===== config.mk =====
export PLATFORM = sky130hd
export DESIGN_NAME = rr_pkt_arb_2ch_flat
export DESIGN_NICKNAME = d
export VERILOG_FILES = /design/src/rtl/rr_pkt_arb_2ch_if.sv /design/src/rtl/rr_pkt_arb_2ch.sv /design/src/flat_wrapper.sv
export SDC_FILE = /design/constraint.sdc
export NUM_CORES = 1
export LEC_CHECK = 0
export BUFFER_PORTS_ARGS = -buffer_cell sky130_fd_sc_hd__buf_4
export CAP_MARGIN = 20
export CORE_MARGIN = 5
export CORE_UTILIZATION = 46
export CTS_CLUSTER_DIAMETER = 80
export CTS_CLUSTER_SIZE = 28
export DETAILED_ROUTE_END_ITERATION = 10
export MAX_ROUTING_LAYER = met4
export PLACE_DENSITY = 0.83
export SYNTH_ARGS = -nofsm -noshare
export SYNTH_HDL_FRONTEND = slang
export SYNTH_SLANG_ARGS = --single-unit

===== constraint.sdc =====
create_clock -name clk -period 5.5 [get_ports clk]
set_clock_uncertainty 0.1 [all_clocks]
set_input_delay 0.275 -clock clk [delete_from_list [all_inputs] [get_ports clk]]
set_output_delay 0.275 -clock clk [all_outputs]
set_load 0.01 [all_outputs]

===== src/rtl/rr_pkt_arb_2ch_if.sv =====
// Handshake bundle for the two-channel packet arbiter: two source channels in, one stream out.
// A beat moves on a channel in any cycle where its valid and ready are both high at the rising edge.
interface rr_pkt_arb_2ch_if #(
    parameter int DATA_W = 8
);
    logic              v0;
    logic [DATA_W-1:0] d0;
    logic              last0;
    logic              rdy0;
    logic              v1;
    logic [DATA_W-1:0] d1;
    logic              last1;
    logic              rdy1;
    logic              sel;
    logic              out_valid;
    logic [DATA_W-1:0] out_data;
    logic              out_last;
    logic              out_ready;

    modport master (
        output v0, d0, last0, v1, d1, last1, out_ready,
        input  rdy0, rdy1, sel, out_valid, out_data, out_last
    );

    modport slave (
        input  v0, d0, last0, v1, d1, last1, out_ready,
        output rdy0, rdy1, sel, out_valid, out_data, out_last
    );
endinterface


===== src/rtl/rr_pkt_arb_2ch.sv =====
// Two-channel round-robin packet arbiter: drives the 2:1 mux select, locks a channel for a
// whole packet and registers the chosen beat into a single output stage.
module rr_pkt_arb_2ch #(
    parameter int DATA_W = 8
) (
    input  logic                 clk,
    input  logic                 rst,
    rr_pkt_arb_2ch_if.slave      bus,
    output logic [1:0]           state_dbg,
    output logic                 prio_dbg
);
    typedef enum logic [1:0] {
        IDLE  = 2'd0,
        LOCK0 = 2'd1,
        LOCK1 = 2'd2
    } state_t;

    state_t            state_q, state_d;
    logic              prio_q, prio_d;
    logic              out_valid_q, out_valid_d;
    logic [DATA_W-1:0] out_data_q, out_data_d;
    logic              out_last_q, out_last_d;

    logic              load;
    logic              sel_c;
    logic              rdy0_c, rdy1_c;
    logic              xfer;
    logic [DATA_W-1:0] mux_data;
    logic              mux_last;

    always_ff @(posedge clk or posedge rst) begin
        if (rst) begin
            state_q     <= IDLE;
            prio_q      <= 1'b0;
            out_valid_q <= 1'b0;
            out_data_q  <= '0;
            out_last_q  <= 1'b0;
        end else begin
            state_q     <= state_d;
            prio_q      <= prio_d;
            out_valid_q <= out_valid_d;
            out_data_q  <= out_data_d;
            out_last_q  <= out_last_d;
        end
    end

    always_comb begin
        state_d     = state_q;
        prio_d      = prio_q;
        out_valid_d = out_valid_q;
        out_data_d  = out_data_q;
        out_last_d  = out_last_q;
        sel_c       = prio_q;
        rdy0_c      = 1'b0;
        rdy1_c      = 1'b0;

        // The output stage can take a beat when empty or when its current beat leaves now.
        load = bus.out_ready | ~out_valid_q;

        case (state_q)
            LOCK0: begin
                sel_c  = 1'b0;
                rdy0_c = load;
            end
            LOCK1: begin
                sel_c  = 1'b1;
                rdy1_c = load;
            end
            default: begin
                if (bus.v0 && bus.v1) sel_c = prio_q;
                else if (bus.v0)      sel_c = 1'b0;
                else if (bus.v1)      sel_c = 1'b1;
                else                  sel_c = prio_q;
                rdy0_c = load & bus.v0 & ~sel_c;
                rdy1_c = load & bus.v1 & sel_c;
            end
        endcase

        // Nothing is accepted while reset is held, even though the IDLE decode would allow it.
        if (rst) begin
            rdy0_c = 1'b0;
            rdy1_c = 1'b0;
        end

        mux_data = sel_c ? bus.d1 : bus.d0;
        mux_last = sel_c ? bus.last1 : bus.last0;
        xfer     = sel_c ? (bus.v1 & rdy1_c) : (bus.v0 & rdy0_c);

        if (xfer) begin
            out_valid_d = 1'b1;
            out_data_d  = mux_data;
            out_last_d  = mux_last;
            if (mux_last) begin
                state_d = IDLE;
                prio_d  = ~sel_c;
            end else begin
                state_d = sel_c ? LOCK1 : LOCK0;
            end
        end else if (bus.out_ready) begin
            out_valid_d = 1'b0;
        end
    end

    assign bus.rdy0      = rdy0_c;
    assign bus.rdy1      = rdy1_c;
    assign bus.sel       = sel_c;
    assign bus.out_valid = out_valid_q;
    assign bus.out_data  = out_data_q;
    assign bus.out_last  = out_last_q;
    assign state_dbg     = state_q;
    assign prio_dbg      = prio_q;
endmodule


===== src/flat_wrapper.sv =====
// flat-port wrapper written by rule: the top's interface ports become plain ports
module rr_pkt_arb_2ch_flat 
#(
    parameter int DATA_W = 8
)
  (clk, rst, state_dbg, prio_dbg, bus_v0, bus_d0, bus_last0, bus_v1, bus_d1, bus_last1, bus_out_ready, bus_rdy0, bus_rdy1, bus_sel, bus_out_valid, bus_out_data, bus_out_last);
  rr_pkt_arb_2ch_if #(.DATA_W(DATA_W)) bus_i ();
  input  logic clk;
  input  logic rst;
  output logic [1:0] state_dbg;
  output logic prio_dbg;
  input wire logic [$bits(bus_i.v0)-1:0] bus_v0;
  input wire logic [$bits(bus_i.d0)-1:0] bus_d0;
  input wire logic [$bits(bus_i.last0)-1:0] bus_last0;
  input wire logic [$bits(bus_i.v1)-1:0] bus_v1;
  input wire logic [$bits(bus_i.d1)-1:0] bus_d1;
  input wire logic [$bits(bus_i.last1)-1:0] bus_last1;
  input wire logic [$bits(bus_i.out_ready)-1:0] bus_out_ready;
  output wire logic [$bits(bus_i.rdy0)-1:0] bus_rdy0;
  output wire logic [$bits(bus_i.rdy1)-1:0] bus_rdy1;
  output wire logic [$bits(bus_i.sel)-1:0] bus_sel;
  output wire logic [$bits(bus_i.out_valid)-1:0] bus_out_valid;
  output wire logic [$bits(bus_i.out_data)-1:0] bus_out_data;
  output wire logic [$bits(bus_i.out_last)-1:0] bus_out_last;
  assign bus_i.v0 = bus_v0;
  assign bus_i.d0 = bus_d0;
  assign bus_i.last0 = bus_last0;
  assign bus_i.v1 = bus_v1;
  assign bus_i.d1 = bus_d1;
  assign bus_i.last1 = bus_last1;
  assign bus_i.out_ready = bus_out_ready;
  assign bus_rdy0 = bus_i.rdy0;
  assign bus_rdy1 = bus_i.rdy1;
  assign bus_sel = bus_i.sel;
  assign bus_out_valid = bus_i.out_valid;
  assign bus_out_data = bus_i.out_data;
  assign bus_out_last = bus_i.out_last;
  rr_pkt_arb_2ch #(.DATA_W(DATA_W)) u_core (.clk(clk), .rst(rst), .bus(bus_i), .state_dbg(state_dbg), .prio_dbg(prio_dbg));
endmodule

# Word level (Yosys, flattened, before mapping)
# Index checks and enable logic that the tools add are counted.
[classes]
n_eq_ne = 2
mux = 16
bitwise_logic = 10
n_reduce_logical = 4
[ops]
columns = ["operator", "count"]
rows = [
  ["$mux W1", 10],
  ["$mux W8", 1],
  ["$and A1 B1 Y1", 6],
  ["$pmux W1 S2", 3],
  ["$mux W2", 2],
  ["$not A1 Y1", 3],
  ["$eq A2 B1 Y1 const B", 1],
  ["$eq A2 B2 Y1 const B", 1],
  ["$reduce_and A2 Y1", 1],
  ["$reduce_bool A2 Y1", 1],
  ["$reduce_or A2 Y1", 1],
  ["$logic_and A1 B1 Y1", 1],
  ["$or A1 B1 Y1", 1],
]
[totals]
register_bits = 13
out_inout_bits = 16
elab_cells = 37

# Depth between registers and ports, before layout
# Gate-level depths: netlist of the first run.
[logic_depth]
ltp_word = 11
depth_mapped = 8
depth_no_buf = 7

# Least setup slack after synthesis of the first run
# OpenSTA, ideal clock, no wires.
[synth_path]
kind = "register to output"
from = "register u_core.state_q[0] (netlist: u_core.state_dbg[0])"
to = "output port bus_rdy1"
t_arrival_ns = 1.615
required_time_ns = 5.125
setup_slack_ns = 3.510
path_stages_with_launch = 7
path_buffers = 2
path_cell_list = "dfrtp_1 inv_1 ha_1 buf_2 mux2i_4 buf_6 a211oi_1"
[synth_between]
elab_chain_cells = 3
[synth_rtl]
columns = ["element", "line_no", "source"]
rows = [
  ["from (decl)", "rr_pkt_arb_2ch.sv:18", "state_t state_q, state_d;"],
  ["from (signal assigned)", "rr_pkt_arb_2ch.sv:39", "state_q <= state_d;"],
  ["$eq A2 B2 Y1 or $eq A2 B1 Y1 (tied branches)", "rr_pkt_arb_2ch.sv:60", "case (state_q)"],
  ["$pmux W1 S2 *", "rr_pkt_arb_2ch.sv:60", ""],
  ["$mux W1 *", "rr_pkt_arb_2ch.sv:80", "if (rst) begin"],
  ["to (decl)", "flat_wrapper.sv:20", "output wire logic [$bits(bus_i.rdy1)-1:0] bus_rdy1;"],
]
# Every way passes the cells marked *; elsewhere a longest branch is shown, timed or not.

# Final worst setup path of the first run
# Same ends and word-level chain as after synthesis.

==> metrics list, run 1 <==
* Result of the run: complete, no violations
- The number of antenna violations at the first check in global routing was 0.
- Leak: 0.531 nW
* Die Height: 50.0 um
* Setup Crit Path Kind: flip-flop to primary output
* Unique cell type count in the Yosys netlist: 24
- Finished Core Util: 70.3%
* Post-route setup slack: 3.09 ns
- Number of clock buffers inserted by TritonCTS: 3
- The slowest stage of the critical path is the sky130_fd_sc_hd__mux2i_4 cell.
* DRT Pass-1 Iters: 4
- STA classifies the critical path endpoint as a primary output.
- Worst hold endpoint: u_core.state_dbg[1]$_DFFE_PP0P_
- The worst hold path begins at bus_last1.
- The via count of the first global-routing pass is 684.
- P&R area growth vs syn: 44.3%
- Die W: 50.0 um
- Final period util: 43.8%
* WL/cell: 13.4 um
- Clock tree from TritonCTS: built
* Endpoint of the lowest-slack register-to-register path: u_core.prio_dbg$_DFFE_PP0P_
- Detailed Route WL: 1.78 mm
- Once placement finished, the instance area stood at 1020 sq um.
- Routability-driven placement finished with a final weighted congestion of 0.843.
- Flop and latch count out of synthesis: 13
- Setup repair after global routing left no endpoint under its margin.
* Slew @ Worst Pin: 0.580 ns
- Total GRT Usage: 16.2%
* Total nets after synthesis: 102
* Pre-CTS WS: 3.32 ns
- Buffers on Ports: 38
* Total instance count after detailed placement: 128
- Summed over all layers, the global routing overflow is 0.
- Worst skew pair latency: 0.27 ns
- Worst max-slew margin expressed relative to the limit: 60.5%
- Number of warnings issued by yosys: 0
* Setup Viol. Count Final: 0
* Delay of the slowest cell on the worst path: 0.60 ns
- After floorplanning, the core was sized to cover 1510 sq um.
- Cell area after synthesis: 734 sq um
- Reg clk slew, reported paths: 0.07 ns
* Fill cell instance count of the final layout: 125
- The number of setup buffers added after CTS is 0.
* Number of cell instances on the worst register-to-register path: 5
- The number of antenna diodes in the final layout is 0.
* Synthesized area per cell: 9.54 sq um
* Via Count: 710
* Library cell occupying the most area in the post-synthesis netlist: sky130_fd_sc_hd__dfrtp_1
- For this design the top-level I/O count stands at 39.
- Counting I/O delays and the setup requirement, the final critical path takes 2.41 ns.
- In this run the register-to-register setup slack is 3.32 ns.
* Cell area after layout: 1060 sq um
* Count of final max-slew check failures: 0
* Worst hold path cell count: 2
* Mean number of vias per cell: 5.34
* Fin. Hold Viols: 0
- The clock drives 13 sinks.
- The initialized floorplan defines 14 standard-cell rows.
* Wire length of the first global-routing pass: 3.09 mm
* Worst setup SP type: flip-flop
- After routing, the total negative slack on setup checks comes to 0 ns.
- Number of DRC markers after the initial detailed-route iteration: 9
- The die covers 2500 sq um.
- Root Buffer Master: sky130_fd_sc_hd__clkbuf_4
* Data arrival time of the critical path: 2.03 ns
- Category of cells accounting for the largest share of critical-path delay: multiplexers
- For this configuration, the core starts out at a cell density of 48.8%.
- Longest Clk Path Bufs: 2
- Layout cells sized above 1: 39.3%
- Final Instance Count excl. Fillers: 133
- Entering global routing, the biggest net connects 23 pins.
- Share of Yosys cell area claimed by the top area cell type: 44.3%
* Cells along the critical path: inv_1, ha_1, mux2i_4, a211oi_1, buf_4
- Ranking of synthesized cells by area: sky130_fd_sc_hd__dfrtp_1 44%, sky130_fd_sc_hd__mux2i_1 12%, sky130_fd_sc_hd__a21oi_1 7.5%, sky130_fd_sc_hd__nor2_1 5.1%, sky130_fd_sc_hd__ha_1 3.4%
- Dividing total power by cell area gives a power density of 535 nW/um^2.
* Synthesized netlist cell count: 77
- Derived from the worst setup path, the maximum achievable clock frequency is 415 MHz.
- Worst vdd rail ir drop: 0.307 mV
- Seq/Total Area, Yosys: 44.3%
* Worst-path fanout max: 14
* CTS H-Tree Depth: 1
- Max-cap violations in this run came to 0.
* Worst path required time: 5.12 ns
- Hold timing on the final database bottoms out at a slack of 0.113 ns.
- Remaining design rule violation count: 0
* Nets@finish: 143
* Number of nets with antenna violations after routing: 0
- Startpoint of the most critical register-to-register path: u_core.state_dbg[0]$_DFFE_PP0P_
* Number of buffers and inverters on the critical path: 2
- Tightest Hold Check Type: primary input to flip-flop
* Total power draw: 0.567 mW
- Summed over all nets, the half-perimeter wirelength after detailed placement is 1.39 mm.
final cells by class:
cell class / instances / area [sq um] / share of cell area (%)
multi-input combinational: 54 / 363 / 34.2
sequential: 13 / 325 / 30.7
timing repair buffer: 40 / 303 / 28.6
clock buffer: 4 / 26.3 / 2.48
inverter: 6 / 22.5 / 2.13
tap: 16 / 20.0 / 1.89
kinds of logic after synthesis:
| logic type | count (synthesis) | share of synthesized area [%] |
|---|---|---|
| buffers and inverters | 10 | 6.30 |
| flip-flops | 13 | 44.3 |
| AO/OA/AOI/OAI | 19 | 14.5 |
| multiplexers | 10 | 15.3 |
| AND/OR/NAND/NOR | 22 | 14.7 |
| adder cells (fa/ha/maj) | 3 | 4.94 |
flip-flops by register name, summed over array words and instances (netlist names):
| name | cells |
|---|---|
| u_core.bus.out_last | 1 |
| u_core.state_dbg | 2 |
| u_core.bus.out_valid | 1 |
| u_core.prio_dbg | 1 |
| u_core.bus.out_data | 8 |
cell usage after synthesis (all sizes together):
library cell  number
nor2b              3
nor3               1
and3               1
maj3               1
nand2b             1
o21ai              4
clkbuf             2
buf                2
a31oi              1
a211oi             1
dfrtp             13
nand2              3
o32ai              1
nor2              10
nand4              1
a211o              1
a21oi             11
nand3b             2
ha                 2
mux2i             10
inv                6
timing repair:
action / CTS / global route
hold endpoints to repair: 13 / 0
resized for setup: 0 / 0
hold buffers: 1 / 0
worst max path at each step:
| stage | from | to | slack (ns) | cells after the start |
|---|---|---|---|---|
| after global placement | u_core.state_dbg[0]$_DFFE_PP0P_ | u_core.prio_dbg$_DFFE_PP0P_ | 3.36 | 5 |
| after detailed placement | u_core.state_dbg[0]$_DFFE_PP0P_ | u_core.prio_dbg$_DFFE_PP0P_ | 3.32 | 5 |
| after CTS | u_core.state_dbg[0]$_DFFE_PP0P_ | bus_rdy1 | 3.08 | 5 |
| after global routing | rst | bus_rdy1 | 2.93 | 6 |
| after floorplan | u_core.state_dbg[0]$_DFFE_PP0P_ | bus_rdy1 | 3.51 | 6 |
| final | u_core.state_dbg[0]$_DFFE_PP0P_ | bus_rdy1 | 3.09 | 5 |
cell usage in the layout (no fill, tap or decap), drive strengths merged:
cell and count:
buf 39, dfrtp 13, a21oi 11, nor2 10, mux2i 10, inv 6, o21ai 4, clkbuf 4
nor2b 3, nand2 3, nand3b 2, ha 2, nand2b 1, maj3 1, nor3 1, and3 1
a211o 1, nand4 1, o32ai 1, a31oi 1, a211oi 1, dlygate4sd3 1
worst register-to-register path, cell delays in order, from the launching register on:
cell                      delay, ns
sky130_fd_sc_hd__dfrtp_1       0.37
sky130_fd_sc_hd__inv_1         0.06
sky130_fd_sc_hd__ha_1          0.45
sky130_fd_sc_hd__mux2i_4       0.60
sky130_fd_sc_hd__mux2i_1       0.18
sky130_fd_sc_hd__a211o_1       0.31
power by group:
group | leakage, nW | total [mW] | switching [mW] | internal, mW
logic | 0.367 | 0.339 | 0.169 | 0.170
clock network | 0.0150 | 0.0568 | 0.0288 | 0.0280
registers | 0.148 | 0.171 | 0.0302 | 0.141
layer usage:
metal,share of wire [%],vias up,wire length (um),GRT usage (%)
li1,-,344,-,-
met4,0,0,0,3.93
met3,8.0,0,142,5.12
met2,49,30,871,25.4
met5,0,-,0,-
met1,43,336,770,20.2
(Power assumes the default switching activity.)
==> run 2, diff against run 1 <==
CORE_UTILIZATION = 43   (was 46)
PLACE_DENSITY = 0.78   (was 0.83)
clock period = 2.4 ns   (was 5.5 ns; I/O delays follow)
==> metrics list, run 2 (synthesis results as in run 1) <==
- The largest individual stage delay along the critical path comes from the cell sky130_fd_sc_hd__ha_1.
- Slew @ Worst Pin: 0.357 ns
- IR analysis of the VDD net gives a maximum drop of 0.667 mV.
* Total GRT Usage: 16.3%
- Setup slack, reg-to-reg: 0.40 ns
- The critical path starts at u_core.state_dbg[0]$_DFFE_PP0P_.
* Cell row count: 15
* Mean number of vias per cell: 5.23
* Most common cell after layout, fill and taps aside: sky130_fd_sc_hd__buf_4
- Summing over every cut layer, the via total after detailed routing is 743.
* Root Buffer Master: sky130_fd_sc_hd__clkbuf_4
- The most critical setup path has its endpoint at bus_rdy1.
- Number of buffers and inverters on the critical path: 3
* Category of cells accounting for the largest share of critical-path delay: adder cells
- In the routed design, unresolved DRC markers number 0.
- Die Footprint: 2630 sq um
* Final weighted congestion in routability-driven placement: 0.902
- The placed instances occupy a cell area of 1050 sq um.
* Cells along the critical path: inv_1, ha_1, mux2i_4, buf_4, a211oi_1, buf_4
- Flip-flop count of the largest register, all copies and words added: 8
- HPWL Detailed: 1.57 mm
- Detailed Route WL: 1.97 mm
- DRT Pass-1 Iters: 4
- Final period util: 89.8%
- During I/O placement, the number of pins put on the boundary was 39.
* Most frequent cell on the critical path: sky130_fd_sc_hd__buf_4
* WL/cell: 13.9 um
- Worst-path fanout max: 8
* Startpoint of the most critical register-to-register path: u_core.state_dbg[0]$_DFFE_PP0P_
* Setup Viol. Count Final: 0
- Tightest Hold Check Type: primary input to flip-flop
- In this run the deepest clock path goes through 2 buffers.
- The flow ran to the end, and the final reports show no timing, DRC or antenna violations.
- Final antenna diode count: 0
- Number of nets with antenna violations after routing: 0
- Setup repair after global routing left no endpoint under its margin.
- The clock drives 13 sinks.
- Cells with a size suffix above 1 make up 42.4% of the layout.
- The via count of the first global-routing pass was 762.
* Number of DRC markers after the initial detailed-route iteration: 9
- Max-cap check violation count: 0
- TritonCTS created 3 clock buffers.
* Number of gates on the worst path with buffers counted: 6
* Fin. Hold Viols: 0
- Number of cell instances on the worst register-to-register path: 6
- Critical Path End Type: primary output
* Worst setup SP type: flip-flop
- The critical path in this run is classified as flip-flop to primary output.
- Derived from the worst setup path, the maximum achievable clock frequency is 464 MHz.
* Count of final max-slew check failures: 0
- Nets@finish: 151
- Clock-pin slew was measured on the worst setup and hold paths at 0.08 ns.
- Largest net degree at the start of global routing: 15
* P&R area growth vs syn: 53.0%
- The top cell types in the final layout, fill and taps aside, are 46 x sky130_fd_sc_hd__buf_4, 13 x sky130_fd_sc_hd__dfrtp_1, 11 x sky130_fd_sc_hd__a21oi_1, 10 x sky130_fd_sc_hd__nor2_1, 9 x sky130_fd_sc_hd__mux2i_1.
- Die W: 51.3 um
* Data arrival time of the critical path: 1.94 ns
* Die Height: 51.3 um
- Power density over cell area: 1250 nW/um^2
- Buffers on Ports: 38
- Wire length of the first global-routing pass: 3.17 mm
* Endpoint of the lowest-slack register-to-register path: u_core.prio_dbg$_DFFE_PP0P_
- Clock latency on the worst-skew pair, taken at its later pin, is 0.27 ns.
- For this configuration, the core starts out at a cell density of 44.0%.
* Worst max-slew margin expressed relative to the limit: 76.2%
* Initial antenna violation count: 0
- Cell area after layout: 1120 sq um
- Residual overflow from global routing: 0
- Subtracting the final worst setup slack from the clock period gives 2.16 ns.
- In this run the standard cell core region covers 1670 sq um.
* Clock tree from TritonCTS: built
- Leak: 0.569 nW
- Setup total negative slack: 0 ns
* CTS H-Tree Depth: 1
- For this run, the slowest stage of the critical path takes 0.42 ns.
* Worst path required time: 2.18 ns
run 2: cell types whose count changed in the layout (fill, tap and decap cells not counted), sizes merged:
cell,change
dlygate4sd3,+1
buf,+7
run 2: worst register-to-register path: cells and delay by family (launching register included):
family | cells | cell delay [ns]
compound gates | 1 | 0.30
buf+inv | 2 | 0.23
mux | 2 | 0.44
fa+ha+maj | 1 | 0.46
flops | 1 | 0.38
run 2: routing by layer:
metal  global-route usage, %  wire [um]  vias up
met1                    20.6        895      344
met5                       -          0        -
met3                    3.79        143        4
met4                    6.55         29        0
li1                        -          -      361
met2                    25.3        900       34
run 2: worst min-delay path by stage:
stage | start | endpoint | slack, ns | cells past startpoint
2_1_floorplan | rst | u_core.bus.out_data[0]$_DFFE_PP0P_ | -0.09 | 1
3_3_place_gp | rst | u_core.bus.out_data[6]$_DFFE_PP0P_ | 0.08 | 3
3_5_place_dp | rst | u_core.bus.out_data[6]$_DFFE_PP0P_ | 0.08 | 3
4_1_cts | bus_d1[5] | u_core.bus.out_data[5]$_DFFE_PP0P_ | 0.03 | 3
5_1_grt | bus_d1[6] | u_core.bus.out_data[6]$_DFFE_PP0P_ | 0.04 | 3
6_report | bus_d1[4] | u_core.bus.out_data[4]$_DFFE_PP0P_ | 0.04 | 3
run 2: repair_timing:
| item | 4_1_cts | 5_1_grt |
|---|---|---|
| hold buffers | 2 | 0 |
| setup endpoints to repair | 0 | 1 |
| setup buffers | 0 | 3 |
| hold endpoints to repair | 14 | 0 |
| resized for setup | 0 | 0 |
run 2: stage by stage:
step / setup slack (ns) / hold slack (ns) / utilization, % / cells / power [mW]
after detailed placement: 0.329 / 0.0785 / 63.1 / 133 / 1.22
final: 0.245 / 0.0357 / 67.3 / 142 / 1.41
after CTS: 0.127 / 0.0333 / 65.9 / 139 / 1.36
after global placement: 0.400 / 0.0762 / 63.1 / 133 / 1.19
after floorplan: 0.531 / -0.0867 / - / 77 / 0.899
after global routing: 0.126 / 0.0394 / 67.3 / 142 / 1.52
run 2: cell type report:
class                           instances  area, sq um
Clock buffer                            4         26.3
Fill cell                             138          547
Inverter                                6         22.5
Multi-Input combinational cell         54          363
Sequential cell                        13          325
Tap cell                               17         21.3
Timing Repair Buffer                   48          365
run 2: power breakdown:
part           internal (mW)  switching (mW)
clock                 0.0644          0.0691
sequential             0.322          0.0714
combinational          0.465           0.415
==> run 3, diff against run 2 <==
CORE_UTILIZATION = 35   (was 43)
PLACE_DENSITY = 0.66   (was 0.78)
clock period = 2.3 ns   (was 2.4 ns; I/O delays follow)
==> metrics list, run 3 (synthesis results as in run 1) <==
- Result of the run: complete, no violations
* Total GRT Usage: 12.8%
* P&R area growth vs syn: 50.9%
* RSZ-0062 raised after global routing: no
- The repair_antennas step left the layout with diodes totalling 0.
* Starting Density: 37.1%
- The worst setup path is launched from a flip-flop.
- Critical Path End Type: primary output
- Buffers on Ports: 38
- Most common cell after layout, fill and taps aside: sky130_fd_sc_hd__buf_4
- Detailed Route WL: 1.83 mm
* DRT Pass-1 Iters: 2
* Setup Viol. Count Final: 0
* Nets@finish: 147
* Tightest Hold Check Type: primary input to flip-flop
* Initial antenna violation count: 0
* Root Buffer Master: sky130_fd_sc_hd__clkbuf_4
* Max Fclk: 466 MHz
- The via count of the first global-routing pass was 747.
- STA puts the critical path data required time at 2.09 ns.
* Residual overflow from global routing: 0
- Fin. Hold Viols: 0
- The register with the most flip-flops in the layout has 8 of them.
* Number of sinks driven by the clock tree: 13
- The first routing iteration left 6 violations.
- Once layout is complete, the cells apart from fillers number 148.
- Die W: 55.8 um
- The smallest clock period supported by the final layout is computed as 2.15 ns.
- After clock tree synthesis, the clock-pin slew on the worst setup and hold paths is 0.08 ns.
- Across all layers, the routed design uses 682 vias.
- Once the clock tree was built, the setup fixing pass inserted 0 buffers.
- Max-cap check violation count: 0
- Highest-count cells in the layout ignoring fill and taps: 42 x sky130_fd_sc_hd__buf_4, 13 x sky130_fd_sc_hd__dfrtp_1, 11 x sky130_fd_sc_hd__a21oi_1, 10 x sky130_fd_sc_hd__nor2_1, 9 x sky130_fd_sc_hd__mux2i_1
* Slew @ Worst Pin: 0.254 ns
- The max-slew violation count was 0.
- In the routed design, unresolved DRC markers number 0.
- Worst vdd rail ir drop: 0.557 mV
* Ports placed on the boundary: 39
- Worst skew pair latency: 0.27 ns
- The core region is 1980 sq um.
- Wire length of the first global-routing pass: 3.19 mm
* Layout cells sized above 1: 41.3%
* Total instance count after detailed placement: 142
* Data arrival time of the critical path: 1.93 ns
- TritonCTS built the clock tree.
- For this design the static power due to leakage is 0.548 nW.
- The number of clock buffers added by TritonCTS is 3.
- HPWL Detailed: 1.49 mm
* Die Height: 55.8 um
- Power density over cell area: 1260 nW/um^2
- Setup total negative slack: 0 ns
- Setup slack on the worst reg-to-reg path comes out at 0.35 ns.
- In this run the worst path has a maximum fanout of 10.
* Final period util: 93.3%
- The detail route stage leaves a number of antenna-violating nets equal to 0.
* Largest net degree at the start of global routing: 15
* Cell row count: 16
- Setup Crit Path Kind: flip-flop to primary output
- At the end of routability-driven placement, the weighted congestion stood at 0.781.
- Headroom to the max-slew limit came out at 82.7%.
* Longest Clk Path Bufs: 2
- Overall power consumption after layout is estimated at 1.40 mW.
- WL/cell: 12.4 um
- Die Footprint: 3110 sq um
- CTS H-Tree Depth: 1
- In the routed layout, each cell is associated on average with a via count of 4.61.
==> run 3: cell count changes in the layout (fill, tap and decap cells not counted) <==
cell / change
sky130_fd_sc_hd__buf_4: -4
sky130_fd_sc_hd__ha_2: +1
sky130_fd_sc_hd__ha_1: -1
==> run 3: layout make-up <==
type / count / area (sq um)
clock buffer: 4 / 26.3
fill: 189 / 873
inverter: 6 / 22.5
multi-input combinational: 54 / 365
sequential: 13 / 325
tap: 27 / 33.8
timing repair buffer: 44 / 335
==> run 3: worst max-delay path: stages, from the launching register on <==
cell and delay (ns):
sky130_fd_sc_hd__dfrtp_1 0.38, sky130_fd_sc_hd__inv_1 0.07, sky130_fd_sc_hd__ha_2 0.41, sky130_fd_sc_hd__mux2i_4 0.34, sky130_fd_sc_hd__buf_4 0.25, sky130_fd_sc_hd__inv_1 0.06
sky130_fd_sc_hd__buf_4 0.14
==> run 3: repair_timing <==
| item | CTS | global route |
|---|---|---|
| hold buffers | 2 | 0 |
| gates resized for setup | 0 | 1 |
| endpoints found under the hold margin | 14 | 0 |
| setup endpoints to repair | 0 | 1 |
==> run 3: power by group <==
part | internal, mW | switching [mW]
Sequential | 0.336 | 0.0724
Clock | 0.0672 | 0.0756
Combinational | 0.438 | 0.408
Total | 0.842 | 0.556
==> run 3: per-layer routing <==
metal  vias up  share of wire [%]  global-route usage (%)  wire (um)
met5         -                  0                       -          0
met4         0                  0                    3.05          0
met3         0                6.6                    4.64        121
met2        25                 48                    20.3        875
met1       305                 45                    15.5        832
li1        352                  -                       -          -
==> run 3: stage by stage <==
stage / hold slack, ns / cell area (sq um) / worst slack [ns] / util [%]
after floorplan: -0.0917 / 734 / 0.431 / -
after global placement: 0.0785 / 1060 / 0.330 / 53.5
after detailed placement: 0.0806 / 1060 / 0.284 / 53.5
after CTS: 0.0285 / 1110 / 0.0667 / 55.8
after global routing: 0.0441 / 1110 / 0.0266 / 55.9
final: 0.0306 / 1110 / 0.154 / 55.9
==> run 3: worst paths after layout <==
check,startpoint,to,depth (start not counted)
min in group asynchronous,rst,u_core.bus.out_data[0]$_DFFE_PP0P_,4
max,u_core.state_dbg[0]$_DFFE_PP0P_,bus_sel,6
min reg2reg,u_core.bus.out_data[3]$_DFFE_PP0P_,u_core.bus.out_data[3]$_DFFE_PP0P_,2
max in group asynchronous,rst,u_core.bus.out_data[6]$_DFFE_PP0P_,4
max reg2reg,u_core.state_dbg[0]$_DFFE_PP0P_,u_core.bus.out_data[6]$_DFFE_PP0P_,6
min,bus_d1[5],u_core.bus.out_data[5]$_DFFE_PP0P_,3
